$ cat src/rtl/latency_pkg.sv
// latency_pkg: shared FSM encoding and width helper for the latency pipe
package latency_pkg;
  typedef enum logic {ST_FILL = 1'b0, ST_RUN = 1'b1} state_e;
  function automatic int clog2(input int v);
    int r;
    r = 0;
    while ((1 << r) < v) r++;
    return r;
  endfunction
endpackage

$ cat src/rtl/latency_pipe_ctrl_if.sv
// latency_pipe_ctrl_if: data/config/status bundle of the programmable delay line
interface latency_pipe_ctrl_if
  import latency_pkg::*;
#(
  parameter int MAX_LAT = 8,
  parameter int DSIZE   = 1
);
  localparam int LW = clog2(MAX_LAT + 1);
  logic             ce;
  logic             lat_load;
  logic [LW-1:0]    lat_cfg;
  logic [DSIZE-1:0] d;
  logic             d_valid;
  logic [DSIZE-1:0] q;
  logic             q_valid;
  logic [LW-1:0]    cur_lat;
  logic             primed;
  logic             cfg_err;
  modport master (
    output ce, lat_load, lat_cfg, d, d_valid,
    input  q, q_valid, cur_lat, primed, cfg_err
  );
  modport slave (
    input  ce, lat_load, lat_cfg, d, d_valid,
    output q, q_valid, cur_lat, primed, cfg_err
  );
endinterface

$ cat src/rtl/latency_tap_mux.sv
// latency_tap_mux: picks stage sel-1 of the delay line, or the bypass input when sel is 0
module latency_tap_mux
  import latency_pkg::*;
#(
  parameter int MAX_LAT = 8,
  parameter int DSIZE   = 1,
  localparam int LW     = clog2(MAX_LAT + 1)
) (
  input  logic [LW-1:0]                   sel,
  input  logic [MAX_LAT-1:0]              sv,
  input  logic [MAX_LAT-1:0][DSIZE-1:0]   sd,
  input  logic                            byp_v,
  input  logic [DSIZE-1:0]                byp_d,
  output logic                            q_valid,
  output logic [DSIZE-1:0]                q
);
  always_comb begin
    q_valid = byp_v;
    q       = byp_d;
    for (int i = 0; i < MAX_LAT; i++)
      if (sel == LW'(i + 1)) begin
        q_valid = sv[i];
        q       = sd[i];
      end
  end
endmodule

$ cat src/rtl/latency_pipe_ctrl.sv
// latency_pipe_ctrl: runtime-programmable valid/data delay line with fill FSM; LATENCY_PIPE_CTRL_OREG_EN adds an output register
module latency_pipe_ctrl
  import latency_pkg::*;
#(
  parameter int MAX_LAT = 8,
  parameter int DSIZE   = 1,
  parameter int RST_LAT = 2
) (
  input logic                clk,
  input logic                rst,
  latency_pipe_ctrl_if.slave bus
);
  localparam int LW = clog2(MAX_LAT + 1);
  localparam logic [LW-1:0] MAX_L = LW'(MAX_LAT);
  localparam logic [LW-1:0] RST_L = LW'(RST_LAT);
  typedef struct packed {
    logic             valid;
    logic [DSIZE-1:0] data;
  } stage_t;
  stage_t                        st [MAX_LAT];
  logic [MAX_LAT-1:0]            sv;
  logic [MAX_LAT-1:0][DSIZE-1:0] sd;
  logic [LW-1:0]                 cur_lat, fill_cnt, fill_cnt_n;
  state_e                        state, state_n;
  logic                          cfg_err, fill_done, tap_v;
  logic [DSIZE-1:0]              tap_d;
  // a reload clears only valid bits, so stale data may linger but never reads as valid
  always_ff @(posedge clk) begin
    if (rst) begin
      for (int i = 0; i < MAX_LAT; i++) st[i] <= '0;
      cur_lat <= RST_L;
      cfg_err <= 1'b0;
    end else begin
      cfg_err <= bus.lat_load && (bus.lat_cfg > MAX_L);
      if (bus.lat_load) begin
        cur_lat <= (bus.lat_cfg > MAX_L) ? MAX_L : bus.lat_cfg;
        for (int i = 0; i < MAX_LAT; i++) st[i].valid <= 1'b0;
      end else if (bus.ce) begin
        st[0] <= {bus.d_valid, bus.d};
        for (int i = 1; i < MAX_LAT; i++) st[i] <= st[i-1];
      end
    end
  end
  always_comb begin
    for (int i = 0; i < MAX_LAT; i++) begin
      sv[i] = st[i].valid;
      sd[i] = st[i].data;
    end
  end
  latency_tap_mux #(.MAX_LAT(MAX_LAT), .DSIZE(DSIZE)) u_tap (
    .sel    (cur_lat),
    .sv     (sv),
    .sd     (sd),
    .byp_v  (bus.d_valid),
    .byp_d  (bus.d),
    .q_valid(tap_v),
    .q      (tap_d)
  );
`ifdef LATENCY_PIPE_CTRL_OREG_EN
  logic             oq_v;
  logic [DSIZE-1:0] oq_d;
  always_ff @(posedge clk) begin
    if (rst) begin
      oq_v <= 1'b0;
      oq_d <= '0;
    end else if (bus.lat_load) begin
      oq_v <= 1'b0;
    end else if (bus.ce) begin
      oq_v <= tap_v;
      oq_d <= tap_d;
    end
  end
  assign bus.q       = oq_d;
  assign bus.q_valid = oq_v;
  // the output register adds one ce edge to the fill, including at latency 0
  assign fill_done   = bus.ce && (fill_cnt == cur_lat);
`else
  assign bus.q       = tap_d;
  assign bus.q_valid = tap_v;
  assign fill_done   = (cur_lat == '0) || (bus.ce && (fill_cnt == cur_lat - LW'(1)));
`endif
  always_ff @(posedge clk) begin
    if (rst) begin
      state    <= ST_FILL;
      fill_cnt <= '0;
    end else begin
      state    <= state_n;
      fill_cnt <= fill_cnt_n;
    end
  end
  always_comb begin
    state_n    = state;
    fill_cnt_n = fill_cnt;
    if (bus.lat_load) begin
      state_n    = ST_FILL;
      fill_cnt_n = '0;
    end else if (state == ST_FILL && fill_done) begin
      state_n = ST_RUN;
    end else if (state == ST_FILL && bus.ce) begin
      fill_cnt_n = (&fill_cnt) ? fill_cnt : fill_cnt + LW'(1);
    end
  end
  assign bus.cur_lat = cur_lat;
  assign bus.primed  = (state == ST_RUN);
  assign bus.cfg_err = cfg_err;
endmodule
$ cat src/flat_wrapper.sv
// flat-port wrapper written by rule: the top's interface ports become plain ports
module latency_pipe_ctrl_flat import latency_pkg::*;
#(
  parameter int MAX_LAT = 8,
  parameter int DSIZE   = 1,
  parameter int RST_LAT = 2
)
  (clk, rst, bus_ce, bus_lat_load, bus_lat_cfg, bus_d, bus_d_valid, bus_q, bus_q_valid, bus_cur_lat, bus_primed, bus_cfg_err);
  latency_pipe_ctrl_if #(.MAX_LAT(MAX_LAT), .DSIZE(DSIZE)) bus_i ();
  input logic clk;
  input logic rst;
  input wire logic [$bits(bus_i.ce)-1:0] bus_ce;
  input wire logic [$bits(bus_i.lat_load)-1:0] bus_lat_load;
  input wire logic [$bits(bus_i.lat_cfg)-1:0] bus_lat_cfg;
  input wire logic [$bits(bus_i.d)-1:0] bus_d;
  input wire logic [$bits(bus_i.d_valid)-1:0] bus_d_valid;
  output wire logic [$bits(bus_i.q)-1:0] bus_q;
  output wire logic [$bits(bus_i.q_valid)-1:0] bus_q_valid;
  output wire logic [$bits(bus_i.cur_lat)-1:0] bus_cur_lat;
  output wire logic [$bits(bus_i.primed)-1:0] bus_primed;
  output wire logic [$bits(bus_i.cfg_err)-1:0] bus_cfg_err;
  assign bus_i.ce = bus_ce;
  assign bus_i.lat_load = bus_lat_load;
  assign bus_i.lat_cfg = bus_lat_cfg;
  assign bus_i.d = bus_d;
  assign bus_i.d_valid = bus_d_valid;
  assign bus_q = bus_i.q;
  assign bus_q_valid = bus_i.q_valid;
  assign bus_cur_lat = bus_i.cur_lat;
  assign bus_primed = bus_i.primed;
  assign bus_cfg_err = bus_i.cfg_err;
  latency_pipe_ctrl #(.MAX_LAT(MAX_LAT), .DSIZE(DSIZE), .RST_LAT(RST_LAT)) u_core (.clk(clk), .rst(rst), .bus(bus_i));
endmodule
$ cat config.mk
export PLATFORM = sky130hd
export DESIGN_NAME = latency_pipe_ctrl_flat
export DESIGN_NICKNAME = d
export VERILOG_FILES = /design/src/rtl/latency_pkg.sv /design/src/rtl/latency_pipe_ctrl_if.sv /design/src/rtl/latency_tap_mux.sv /design/src/rtl/latency_pipe_ctrl.sv /design/src/flat_wrapper.sv
export SDC_FILE = /design/constraint.sdc
export NUM_CORES = 1
export LEC_CHECK = 0
export ABC_AREA = 1
export ABC_CLOCK_PERIOD_IN_PS = 2680
export CORE_ASPECT_RATIO = 0.9
export CORE_MARGIN = 4
export CORE_UTILIZATION = 58
export CTS_CLUSTER_DIAMETER = 150
export DETAILED_ROUTE_END_ITERATION = 10
export PLACE_DENSITY_LB_ADDON = 0.2
export SKIP_CTS_REPAIR_TIMING = 1
export SYNTH_ARGS = -nofsm -noshare
export SYNTH_HDL_FRONTEND = slang
export SYNTH_SLANG_ARGS = --single-unit
export TNS_END_PERCENT = 50
$ cat constraint.sdc
create_clock -name clk -period 2.68 [get_ports clk]
set_input_delay 0.67 -clock clk [delete_from_list [all_inputs] [get_ports clk]]
set_output_delay 0.67 -clock clk [all_outputs]
set_load 0.01 [all_outputs]
**Yosys cells after proc, flatten, opt, wreduce, memory -nomap -nowiden**

Memories as Yosys holds them, arrays and structs flattened.
Index checks and enable logic that the tools add are counted.

- Add/subtract/negate cells: 2
- Order comparisons: 1
- Equality and inequality tests: 9
- Mux-type cells: 50
- Bitwise gates (word level): 27
- Reductions and logical operators: 9

Operator list:

| kind | count |
|---|---|
| 1-bit 2-to-1 mux | 49 |
| 1-bit bitwise OR | 24 |
| 4-bit by 3-bit equality test with 1-bit output (second input constant) | 4 |
| 4-bit by 2-bit equality test with 1-bit output (second input constant) | 2 |
| 4-bit by 1-bit adder with 4-bit output (second input constant) | 1 |
| 4-bit by 1-bit equality test with 1-bit output (second input constant) | 1 |
| 4-bit equality test | 1 |
| 4-bit equality test (second input constant) | 1 |
| 4-bit greater-than comparator (second input constant) | 1 |
| 1-bit logical AND | 4 |
| 4-bit logical NOT | 1 |
| 4-bit 2-to-1 mux | 1 |
| 4-bit AND reduction | 1 |
| 4-bit by 1-bit subtractor with 4-bit output (second input constant) | 1 |
| 1-bit NOT | 3 |
| 3-bit AND reduction | 1 |
| 2-bit OR reduction | 1 |
| 1-bit logical OR | 1 |

- Flip-flop bits (word level): 10
- Bits in writable memories: 16
- Input port bits: 10
- Word-level logic and storage cells: 103
- Memories: 1

Memories:

| name | words | width | rd ports | clocked after memory_dff | wr ports | line | RTL |
|---|---|---|---|---|---|---|---|
| u_core.st | 8 | 2 | 8 | 0 | 8 | latency_pipe_ctrl.sv:20 | `stage_t st [MAX_LAT];` |

**Longest topological paths before layout**

- Word-level depth: 9
- Gate-level depth with buffers: 12
- Mapped depth without buffers: 12

**Modules after synthesis**

A second synthesis with hierarchy kept.

- Cells, all modules: 203
- Area, all modules: 1497.7 um^2

By module, submodules not included:

| module | instances | cells an instance | area each (um^2) |
|---|---|---|---|
| latency_pipe_ctrl | 1 | 140 | 1197.4 |
| latency_tap_mux | 1 | 63 | 300.3 |

**Least setup slack after synthesis**

Ideal clock, no wire load.

- Path type: reg-to-output
- Start point: reg u_core.cur_lat[0], in the netlist u_core.bus.cur_lat[0]
- End point: out bus_q
- Arrival: 1444 ps
- Setup slack: 566 ps
- Stages on the path, launching flop included: 12
- Buffers on the path: 0
- Cell sequence: dfxtp_1 inv_1 ha_1 nand3_1 o21ai_1 inv_1 nand2_1 nand2_1 nand2_1 nand2_1 nand2_1 a21oi_1

- Longest elaborated chain between the ends: 9
- Elaborated cells on any way between the ends: 16
- Those cells by class: eq/ne: 8; mux: 8

Ends and longest elaborated chain:

| element | line | RTL |
|---|---|---|
| from (decl) | latency_pipe_ctrl.sv:23 | `logic [LW-1:0] cur_lat, fill_cnt, fill_cnt_n;` |
| from (signal assigned) | latency_pipe_ctrl.sv:36 | `cur_lat <= (bus.lat_cfg > MAX_L) ? MAX_L : bus.lat_cfg;` |
| 4-bit by 1-bit equality test with 1-bit output | latency_tap_mux.sv:21 | `if (sel == LW'(i + 1)) begin` |
| 1-bit 2-to-1 mux (7 in series) | latency_tap_mux.sv:21 |  |
| 1-bit 2-to-1 mux (*) | latency_tap_mux.sv:21 |  |
| to (decl) | flat_wrapper.sv:17 | `output wire logic [$bits(bus_i.q)-1:0] bus_q;` |

Mark *: on every way between the ends. The rest lies on a longest branch, timed or not.

**Worst setup path in the final report**

- Start point: in bus_d_valid
- End point: out bus_q_valid

- Longest elaborated chain between the ends: 8

Ends and longest elaborated chain:

| element | line | RTL |
|---|---|---|
| from (decl) | flat_wrapper.sv:16 | `input wire logic [$bits(bus_i.d_valid)-1:0] bus_d_valid;` |
| 1-bit 2-to-1 mux (8 in series) | latency_tap_mux.sv:21 |  |
| to (decl) | flat_wrapper.sv:18 | `output wire logic [$bits(bus_i.q_valid)-1:0] bus_q_valid;` |

Every way passes these cells.

==> impl_metrics.ini <==
[worst_setup_path]
reg2reg_depth = 7
arrival_ps = 1870
end_kind = output port
r2r_slack_ps = 990
startpoint = bus_d_valid
worstReg2RegStart = u_core.bus.cur_lat[1]
cp-start-kind = primary input
cp.required_ps = 2010
cp_max_fo = 2
crit_type = in2out
critPathCapture = bus_q_valid
reg2reg_to = u_core.fill_cnt[2]

[sta]
hold_viol_final = 0
max_slew_margin_pct = 66.3
finalCritPeriodShare_pct = 95.0
maxSlewViolCount = 0
rsz0062_at_grt = yes
worst_pin_slew_ps = 505
finalSetupViolations = 0
fin_crit_ps = 2540
clock.fmax_mhz = 393
worst_clock_skew_ps = 6.31

[floorplanning]
rows = 16
dieArea_um2 = 3320
coreArea_um2 = 2260
io_pins = 18
die_w_um = 60.3
initial_core_util_pct = 63.1
fp.dieH_um = 55.0

[clock_tree]
cts_root_buffer = clkbuf_4
path_clk_slew_ps = 130
max-clock-path-buffers = 2
cts-buffers-inserted = 3
cts_tree = yes
htree_levels = 1
clock_latency_ps = 320
clock_sinks = 26

[pwr]
pwr-share-comb_pct = 18.8
swShare_pct = 27.5
powerDensity_nw_per_um2 = 460
p_leak_nw = 0.723
irDropWorstVdd_v = 0.000446
clockPowerShare_pct = 22.7
power.net_switching_w = 0.000213
p_int_w = 0.000560
p_seq_share_pct = 58.5

[detailed_routing]
wl_um = 2810
num_vias = 1249
drt-initial-drc-count = 78
ant_nets = 0
routedWlPerCell_um = 11.9
first_pass_iters = 4
vias_per_cell = 5.27
drc_errors = 0

[cells_and_area]
area_growth_pct = 17.8
final_cell_mix = nand2_1, inv_1, nor2_1, clkdlybuf4s50_1, edfxtp_1
num_antenna_cells = 0
num-nets-final = 226
final_common_cell = nand2_1
drive_above_1_share_pct = 10.5
final_area_um2 = 1680
fin_util_pct = 74.3

[global_routing]
grt-ovfl-total = 0
grt_pass1_vias = 1170
grt_use_total_pct = 19.7
grt_max_degree = 16
grt_pass1_wl_um = 4840
antenna_found_initial = 0

[placed_design]
dpl_cell_area_um2 = 1650
dp_hpwl_um = 2230
portBuffers = 17
place_congestion = 0.783

[synth]
synth_area_per_cell_um2 = 7.63
yosysTopAreaCellShare_pct = 31.6
ys_ff_latch = 26
synth_area_leaders = edfxtp_1, dfxtp_1, nand2_1
synth_area_um2 = 1430
netlist_instances = 187
synth_cell_types = 24
yosysWarnings = 0
seq_area_frac_synth_pct = 47.0
synth_top_cell_by_area = edfxtp_1
synthesis.nets = 202

[job]
drv_cap = 0

[run_status]
outcome = completed

[worst_hold_path]
hold_path.class = reg2reg
==> layer usage <==
layer | vias up | GRT usage [%] | wire [µm]
li1 | 644 | - | -
met1 | 549 | 24.3 | 1220
met2 | 50 | 33.5 | 1300
met3 | 6 | 5.10 | 249
met4 | 0 | 6.64 | 44
met5 | - | 0 | 0
==> cells by family after synthesis <==
family	after synthesis	share of synthesized area (%)
AOI/OAI and AO/OA	27	9.91
xor gates and xnor gates	3	1.84
adders and majority gates	5	4.39
buffers and inverters	42	11.3
DFF	26	47.0
and+or+nand+nor	84	25.5
==> Yosys cell counts (all sizes together) <==
master and n:
a21oi 13, buf 1, clkbuf 1, clkinv 1
dfxtp 11, edfxtp 15, ha 5, inv 39
nand2 38, nand3 14, nand3b 1, nand4 4
nor2 25, nor3 2, o21ai 10, o22ai 3
o31ai 1, xnor2 2, xor2 1
==> flip-flops by register name (all words and copies together), names as in the netlist <==
name / cells
u_core.bus.cur_lat: 4
u_core.bus.primed: 1
u_core.fill_cnt: 4
u_core.bus.cfg_err: 1
u_core.st: 16
==> power groups by stage <==
stage	Combinational (W)	Clock, W	Sequential (W)
2_1_floorplan	0.0000859	0	0.000460
3_3_place_gp	0.000142	0	0.000460
3_5_place_dp	0.000147	0	0.000461
4_1_cts	0.000148	0.000174	0.000452
5_1_grt	0.000163	0.000193	0.000455
6_report	0.000145	0.000175	0.000452
==> worst max-delay path, stage by stage <==
cell	delay, ps
clkdlybuf4s50_1	480
inv_1	40
nand2_1	50
nand3_1	60
nand3_1	70
nand2_1	50
nand2_1	60
nand2_1	50
nand2_1	50
nand2_1	60
a21oi_2	100
buf_2	130
==> layout make-up <==
class,count,area (µm²)
Sequential cell,26,676
Multi-Input combinational cell,119,604
Fill cell,183,582
Timing Repair Buffer,21,190
Inverter,40,150
Tap cell,27,33.8
Clock buffer,4,26.3
==> stage by stage <==
stage / std cells / setup TNS, ps / total power, W / hold slack [ps] / worst slack, ps
2_1_floorplan: 187 / 0 / 0.000546 / 461 / 566
5_1_grt: 237 / -9.87 / 0.000810 / 528 / -9.87
3_3_place_gp: 233 / -548 / 0.000602 / 472 / -276
6_report: 237 / 0 / 0.000773 / 501 / 135
4_1_cts: 237 / -590 / 0.000774 / 505 / -296
3_5_place_dp: 233 / -559 / 0.000609 / 485 / -281
==> how the worst min path moves through the flow <==
stage / start / endpoint / slack, ps / depth (start not counted)
after floorplan: u_core.st[0][1] / u_core.st[0][1] / 460 / 2
after global placement: u_core.st[0][1] / u_core.st[0][1] / 470 / 2
after detailed placement: u_core.st[0][1] / u_core.st[0][1] / 490 / 2
after CTS: u_core.st[0][1] / u_core.st[0][1] / 500 / 2
after global routing: u_core.st[0][1] / u_core.st[0][1] / 530 / 2
final: u_core.st[0][1] / u_core.st[0][1] / 500 / 2
Power figures use the tool's default switching activity.
